$ cat src/rtl/vpu_src_port.sv
// Source-operand fetch port for the VPU: issues up to SRAM_R_PORT_CNT row reads,
// waits out the SRAM latency, then holds the operands until the execution unit accepts them.
//   state   | meaning
//   S_IDLE  | waiting for start_i
//   S_REQ   | one cycle of read enables on the active ports
//   S_WAIT  | SRAM_RD_LAT cycles; the last one captures read data
//   S_VALID | operands presented, waiting for rready_i
module vpu_src_port #(
  parameter int OPERAND_WIDTH   = 8,
  parameter int VLANE_CNT       = 32,
  parameter int SRAM_R_PORT_CNT = 3,
  parameter int SRAM_ADDR_W     = 10,
  parameter int SRAM_RD_LAT     = 1
) (
  input  logic                                                     clk,
  input  logic                                                     rst,
  input  logic                                                     start_i,
  input  logic [1:0]                                               src_cnt_i,
  input  logic [SRAM_R_PORT_CNT-1:0][SRAM_ADDR_W-1:0]              src_addr_i,
  output logic                                                     busy_o,
  output logic [SRAM_R_PORT_CNT-1:0]                               sram_re_o,
  output logic [SRAM_R_PORT_CNT-1:0][SRAM_ADDR_W-1:0]              sram_raddr_o,
  input  logic [SRAM_R_PORT_CNT-1:0][OPERAND_WIDTH*VLANE_CNT-1:0]  sram_rdata_i,
  output logic [SRAM_R_PORT_CNT-1:0][OPERAND_WIDTH*VLANE_CNT-1:0]  rdata_o,
  output logic                                                     rvalid_o,
  input  logic                                                     rready_i,
  output logic                                                     done_o
);

  localparam int DW = OPERAND_WIDTH * VLANE_CNT;
  localparam int CW = (SRAM_RD_LAT > 1) ? $clog2(SRAM_RD_LAT) : 1;
  localparam logic [CW-1:0] LAT_M1 = CW'(SRAM_RD_LAT - 1);

  typedef enum logic [1:0] {S_IDLE, S_REQ, S_WAIT, S_VALID} state_e;

  state_e                                   state_q;
  logic [CW-1:0]                            cnt_q;
  logic [SRAM_R_PORT_CNT-1:0]               en_q;
  logic [SRAM_R_PORT_CNT-1:0]               re_q;
  logic [SRAM_R_PORT_CNT-1:0][SRAM_ADDR_W-1:0] raddr_q;
  logic [SRAM_R_PORT_CNT-1:0][DW-1:0]       rdata_q;
  logic                                     busy_q;
  logic                                     rvalid_q;
  logic                                     done_q;

  int                                       eff_cnt;
  logic [SRAM_R_PORT_CNT-1:0]               en_d;
  logic [SRAM_R_PORT_CNT-1:0][DW-1:0]       rdata_d;

  // Requested count is clamped to the number of physical read ports.
  always_comb begin
    eff_cnt = (int'(src_cnt_i) < SRAM_R_PORT_CNT) ? int'(src_cnt_i) : SRAM_R_PORT_CNT;
    en_d    = '0;
    rdata_d = '0;
    for (int p = 0; p < SRAM_R_PORT_CNT; p++) begin
      en_d[p]    = (p < eff_cnt);
      rdata_d[p] = en_q[p] ? sram_rdata_i[p] : '0;
    end
  end

  always_ff @(posedge clk or posedge rst) begin
    if (rst) begin
      state_q  <= S_IDLE;
      cnt_q    <= '0;
      en_q     <= '0;
      re_q     <= '0;
      raddr_q  <= '0;
      rdata_q  <= '0;
      busy_q   <= 1'b0;
      rvalid_q <= 1'b0;
      done_q   <= 1'b0;
    end else begin
      case (state_q)
        S_IDLE: begin
          done_q <= 1'b0;
          if (start_i) begin
            en_q    <= en_d;
            re_q    <= en_d;
            raddr_q <= src_addr_i;
            busy_q  <= 1'b1;
            state_q <= S_REQ;
          end
        end
        S_REQ: begin
          re_q    <= '0;
          cnt_q   <= LAT_M1;
          state_q <= S_WAIT;
        end
        S_WAIT: begin
          if (cnt_q == '0) begin
            rdata_q  <= rdata_d;
            rvalid_q <= 1'b1;
            state_q  <= S_VALID;
          end else begin
            cnt_q <= cnt_q - 1'b1;
          end
        end
        S_VALID: begin
          if (rready_i) begin
            rvalid_q <= 1'b0;
            done_q   <= 1'b1;
            busy_q   <= 1'b0;
            state_q  <= S_IDLE;
          end
        end
        default: begin
          state_q  <= S_IDLE;
          re_q     <= '0;
          busy_q   <= 1'b0;
          rvalid_q <= 1'b0;
          done_q   <= 1'b0;
        end
      endcase
    end
  end

  assign busy_o       = busy_q;
  assign sram_re_o    = re_q;
  assign sram_raddr_o = raddr_q;
  assign rdata_o      = rdata_q;
  assign rvalid_o     = rvalid_q;
  assign done_o       = done_q;

endmodule
$ cat config.mk
export PLATFORM = sky130hd
export DESIGN_NAME = vpu_src_port
export DESIGN_NICKNAME = d
export VERILOG_FILES = /design/src/rtl/vpu_src_port.sv
export SDC_FILE = /design/constraint.sdc
export NUM_CORES = 2
export LEC_CHECK = 0
export ABC_AREA = 1
export CAP_MARGIN = 20
export CORE_AREA = 2 2 628 630
export DETAILED_ROUTE_END_ITERATION = 10
export DIE_AREA = 0 0 630 632
export DONT_BUFFER_PORTS = 1
export SLEW_MARGIN = 20
export SYNTH_ARGS = -nofsm -noshare
export SYNTH_HDL_FRONTEND = slang
export SYNTH_SLANG_ARGS = --single-unit
$ cat constraint.sdc
create_clock -name clk -period 33.8 [get_ports clk]
set_input_delay 6.76 -clock clk [delete_from_list [all_inputs] [get_ports clk]]
set_output_delay 6.76 -clock clk [all_outputs]
set_load 0.02 [all_outputs]
==> After elaboration in Yosys (flattened, before gate mapping) <==
Cells that the tools add are included.
{ "totals": {"register_bits": 810, "inputBits": 804, "output_inout_bits": 804, "elab_cells": 56} }
{ "classes": {"addsub": 1, "order_cmp": 4, "eq_ne": 6, "n_mux": 19, "bitwise": 1, "n_reduce_logical": 12} }
{ "ops": {"columns": ["operator", "count"], "rows": [
  ["$mux 256", 3],
  ["$reduce_and 3->1", 3],
  ["$mux 2", 4],
  ["$pmux 1 s2", 4],
  ["$pmux 2 s4", 1],
  ["$reduce_and 2->1", 4],
  ["$reduce_bool 2->1", 4],
  ["$ne 2x2->1 const B", 3],
  ["$pmux 3 s2", 1],
  ["$mux 1", 5],
  ["$eq 2x2->1 const B", 2],
  ["$lt 1x2->1 const A", 2],
  ["$mux 3", 1],
  ["$eq 2x1->1 const B", 1],
  ["$logic_not 2->1", 1],
  ["$lt 2x2->1 const A", 1],
  ["$lt 2x2->1 const B", 1],
  ["$not 1->1", 1],
  ["$sub 1x1->1 const B", 1]
]} }

==> Longest topological paths before layout <==
{ "logic_depth": {"ltp_word": 5, "mapped_depth": 9, "depth_no_buf": 7} }

==> Worst setup path before layout <==
OpenSTA, ideal clock, no wires.
{ "synth_path": {"path_type": "input to register", "from": "input start_i", "to": "register raddr_q, in the netlist sram_raddr_o[10]", "setup_ns": 0.117, "arrival_time_ns": 7.230, "required_time_ns": 33.683, "path_slack_ns": 26.453, "stages": 5, "path_buffers": 2, "path_cell_list": "nand2_1 -> buf_2 -> buf_2 -> nand2_1 -> nand2_1"} }
{ "synth_via": {"elab_chain_cells": 1} }
{ "synth_rtl": {"columns": ["element", "line_no", "rtl"], "rows": [
  ["start, declared", "17", "input logic start_i,"],
  ["$reduce_and 2->1 (no line)", null, null],
  ["end signal, assigned", "79", "raddr_q <= src_addr_i;"],
  ["end, declared", "40", "logic [SRAM_R_PORT_CNT-1:0][SRAM_ADDR_W-1:0] raddr_q;"]
]} }
Every way passes these cells.
A chain may end at the register's enable or synchronous reset.

==> flow_summary_export.csv <==
group,metric,value,unit
die,io_pins,1608,
worst_setup_path,crit_path_end_kind,"async pin",
synthesis,synth_area_leaders,"dfrtp_1 (63%), nand2_1 (19%), nand3_1 (12%)",
detailed_routing,drt_wl_total,342000,um
sta,fin_crit_sh,29.8,%
synthesis,avgSynthCellArea,9.11,um^2
cells_and_area,final_cells,8866,
detailed_routing,vias,28200,
clock_tree,path_clk_slew,60,ps
die,die_width,630,um
sta,min_period,10090,ps
grt,use_met1,14.5,%
sta,rsz0062_at_grt,"false",
worst_setup_path,cp.required,34750,ps
sta,skew,87.4,ps
placement,hpwlAfterDp,299000,um
sta,setup-tns-final,0,ps
die,rows,230,
detailed_routing,dr.pass1.iters,7,
clock_tree,root_buffer,"clkbuf_16",
grt,use_met2,27.7,%
sta,relSlewSlack,25.1,%
detailed_routing,detail-route-antenna-nets,0,
worst_setup_path,critPathKind,"in -> async",
synthesis,ys_ff_latch,809,
synthesis,syn_nets,4336,
worst_hold_path,hp-class,"reg -> reg",
cells_and_area,final_nets,4225,
detailed_routing,routedWlPerCell,38.5,um
synthesis,post-synth-top-area-cell,"dfrtp_1",
worst_setup_path,cpMaxStageDelayCell,"buf_4",
grt,met3_usage,13.9,%
status,status,"finished clean",
die,core_area,0.391,mm^2
worst_setup_path,path_cells,"inv_8 > buf_4 > buf_12 > buf_4 > buf_4 > buf_4",
synthesis,ys_types,15,
clock_tree,cts_resized,0,
worst_setup_path,cp.arrival,11040,ps
sta,setup_viol,0,
placement,portBuffers,0,
synthesis,ys_seq_area_share,63.0,%
grt,grt_pass1_vias,25600,
power,p_per_area,119,mW/mm^2
grt,antenna_found_initial,476,
die,floorplan.initialDensity,8.21,%
sta,fin_hold_ws,602,ps
job,cap_viol_max_count,0,
sta,hold_violations,0,
clock_tree,cts_setup_buffers,0,
placement,dpl.cell_count,8523,
sta,fmax,99.1,MHz
synthesis,synth_top_area_share,63.0,%
sta,worst_pin_slew,1120,ps
synthesis,yosysWarningCount,0,
grt,grt_most_used_layer,"met2",
grt,grt_max_degree,148,
power,peakVddDrop,0.0525,mV
clock_tree,htreeDepth,3,
detailed_routing,drtIter0Drc,3010,
cells_and_area,final_util,10.6,%
synthesis,synth_cells,3527,
worst_setup_path,crit_path_frequent_cell,"buf_4",
clock_tree,cts_max_path_buffers,4,
worst_setup_path,cp_slowest_stage_delay,840,ps
cells_and_area,drive_gt1_share,6.80,%
synthesis,syn_area,0.0321,mm^2
die,fp.dieH,632,um
cells_and_area,area_growth,29.3,%
clock_tree,clock_latency,890,ps
placement,place_congestion,0.919,
clock_tree,ctsHoldBuffers,0,
grt,grt_pass1_wl,400000,um
worst_setup_path,cp-start-kind,"input port",
clock_tree,cts-buffers-inserted,111,
power,p_leak,19.6,nW
die,die-area,0.398,mm^2
clock_tree,clock-sinks,809,
detailed_routing,drc,0,
grt,grtUsageTotal,16.5,%
grt,grt_overflow,0,
detailed_routing,viasPerCell,3.19,
sta,drv_slew,0,
clock_tree,cts_tree,"built",
worst_setup_path,cp_max_fo,124,
power breakdown:
| group | total (mW) | switching [mW] | internal [mW] |
|---|---|---|---|
| sequential | 2.63 | 1.25 | 1.38 |
| clock | 1.25 | 0.520 | 0.733 |
| combinational | 1.05 | 0.785 | 0.264 |
cell families after synthesis:
group / synth area share, %
simple gates: 31.4
flops: 63.0
buf+inv: 5.29
fa+ha+maj: 0.195
compound gates: 0.0623
final timing paths:
| path | slack [ps] | to | start | cells after the start |
|---|---|---|---|---|
| worst max-delay path | 23710 | rdata_o[63]$_DFFE_PP0P_ | rst | 6 |
| worst min-delay path | 600 | state_q[0]$_DFFE_PP0P_ | state_q[0]$_DFFE_PP0P_ | 2 |
| worst max register to register | 28010 | rdata_o[139]$_DFFE_PP0P_ | state_q[0]$_DFFE_PP0P_ | 10 |
| worst min register to register | 600 | state_q[0]$_DFFE_PP0P_ | state_q[0]$_DFFE_PP0P_ | 2 |
| max in group clk | 25460 | rdata_o[9] | rdata_o[9]$_DFFE_PP0P_ | 0 |
| min in group asynchronous | 5840 | rdata_o[464]$_DFFE_PP0P_ | rst | 1 |
flip-flops by register name, summed over array words and instances, names as in the netlist:
signal / count
sram_raddr_o: 30
state_q: 2
rdata_o: 768
busy_o: 1
sram_re_o: 3
rvalid_o: 1
done_o: 1
en_q: 3
critical path, delay by kind of cell:
kind	cells	cell delay, ps
buffers and inverters	6	3770
area by class of cell:
class,instances,area (um^2)
inverters,13,72.6
clock inverters,58,684
repair buffers,41,333
diodes,145,363
flip-flops and latches,809,20300
fillers,45200,350000
multi-input cells,2440,10200
well taps,5220,6530
clock buffers,140,3100
layout by cell type (no fill, tap or decap):
master and n:
nand2_1 1653, ha_1 4, clkinvlp_4 6, clkbuf_8 21
nand3b_1 1, clkinv_2 23, nand2_2 1, inv_8 1
inv_16 1, clkbuf_16 111, dfrtp_4 3, dfrtp_1 806
clkbuf_1 8, nor2_1 2, buf_12 2, inv_6 8
clkinv_16 1, clkinv_8 2, inv_1 11, bufinv_16 11
clkinv_4 7, o21ai_0 4, buf_4 39, nand3_1 774
ha_4 1, diode_2 145
Yosys cell counts:
master and instances:
buf_12 1, buf_6 22, nor2_1 2, dfrtp_1 809, o21ai_0 4, inv_4 1
inv_1 12, buf_8 10, buf_4 52, nand2_1 1654, buf_2 131, nand3_1 774
ha_1 5, nand3b_1 1, clkbuf_1 49
metal layers:
metal | up-vias | wire (um)
met3 | 897 | 62500
li1 | 11300 | -
met2 | 2116 | 163000
met1 | 13700 | 102000
met5 | - | 2170
met4 | 324 | 12000
per-stage QoR:
step	instance area (um^2)	worst slack [ps]	total power [mW]
floorplan	32100	4320	3.01
global placement	37400	22790	3.72
detailed placement	37400	22680	3.73
CTS	41200	23660	5.02
global route	41300	23140	5.19
finish	41500	23710	4.93
(Power assumes the default switching activity.)
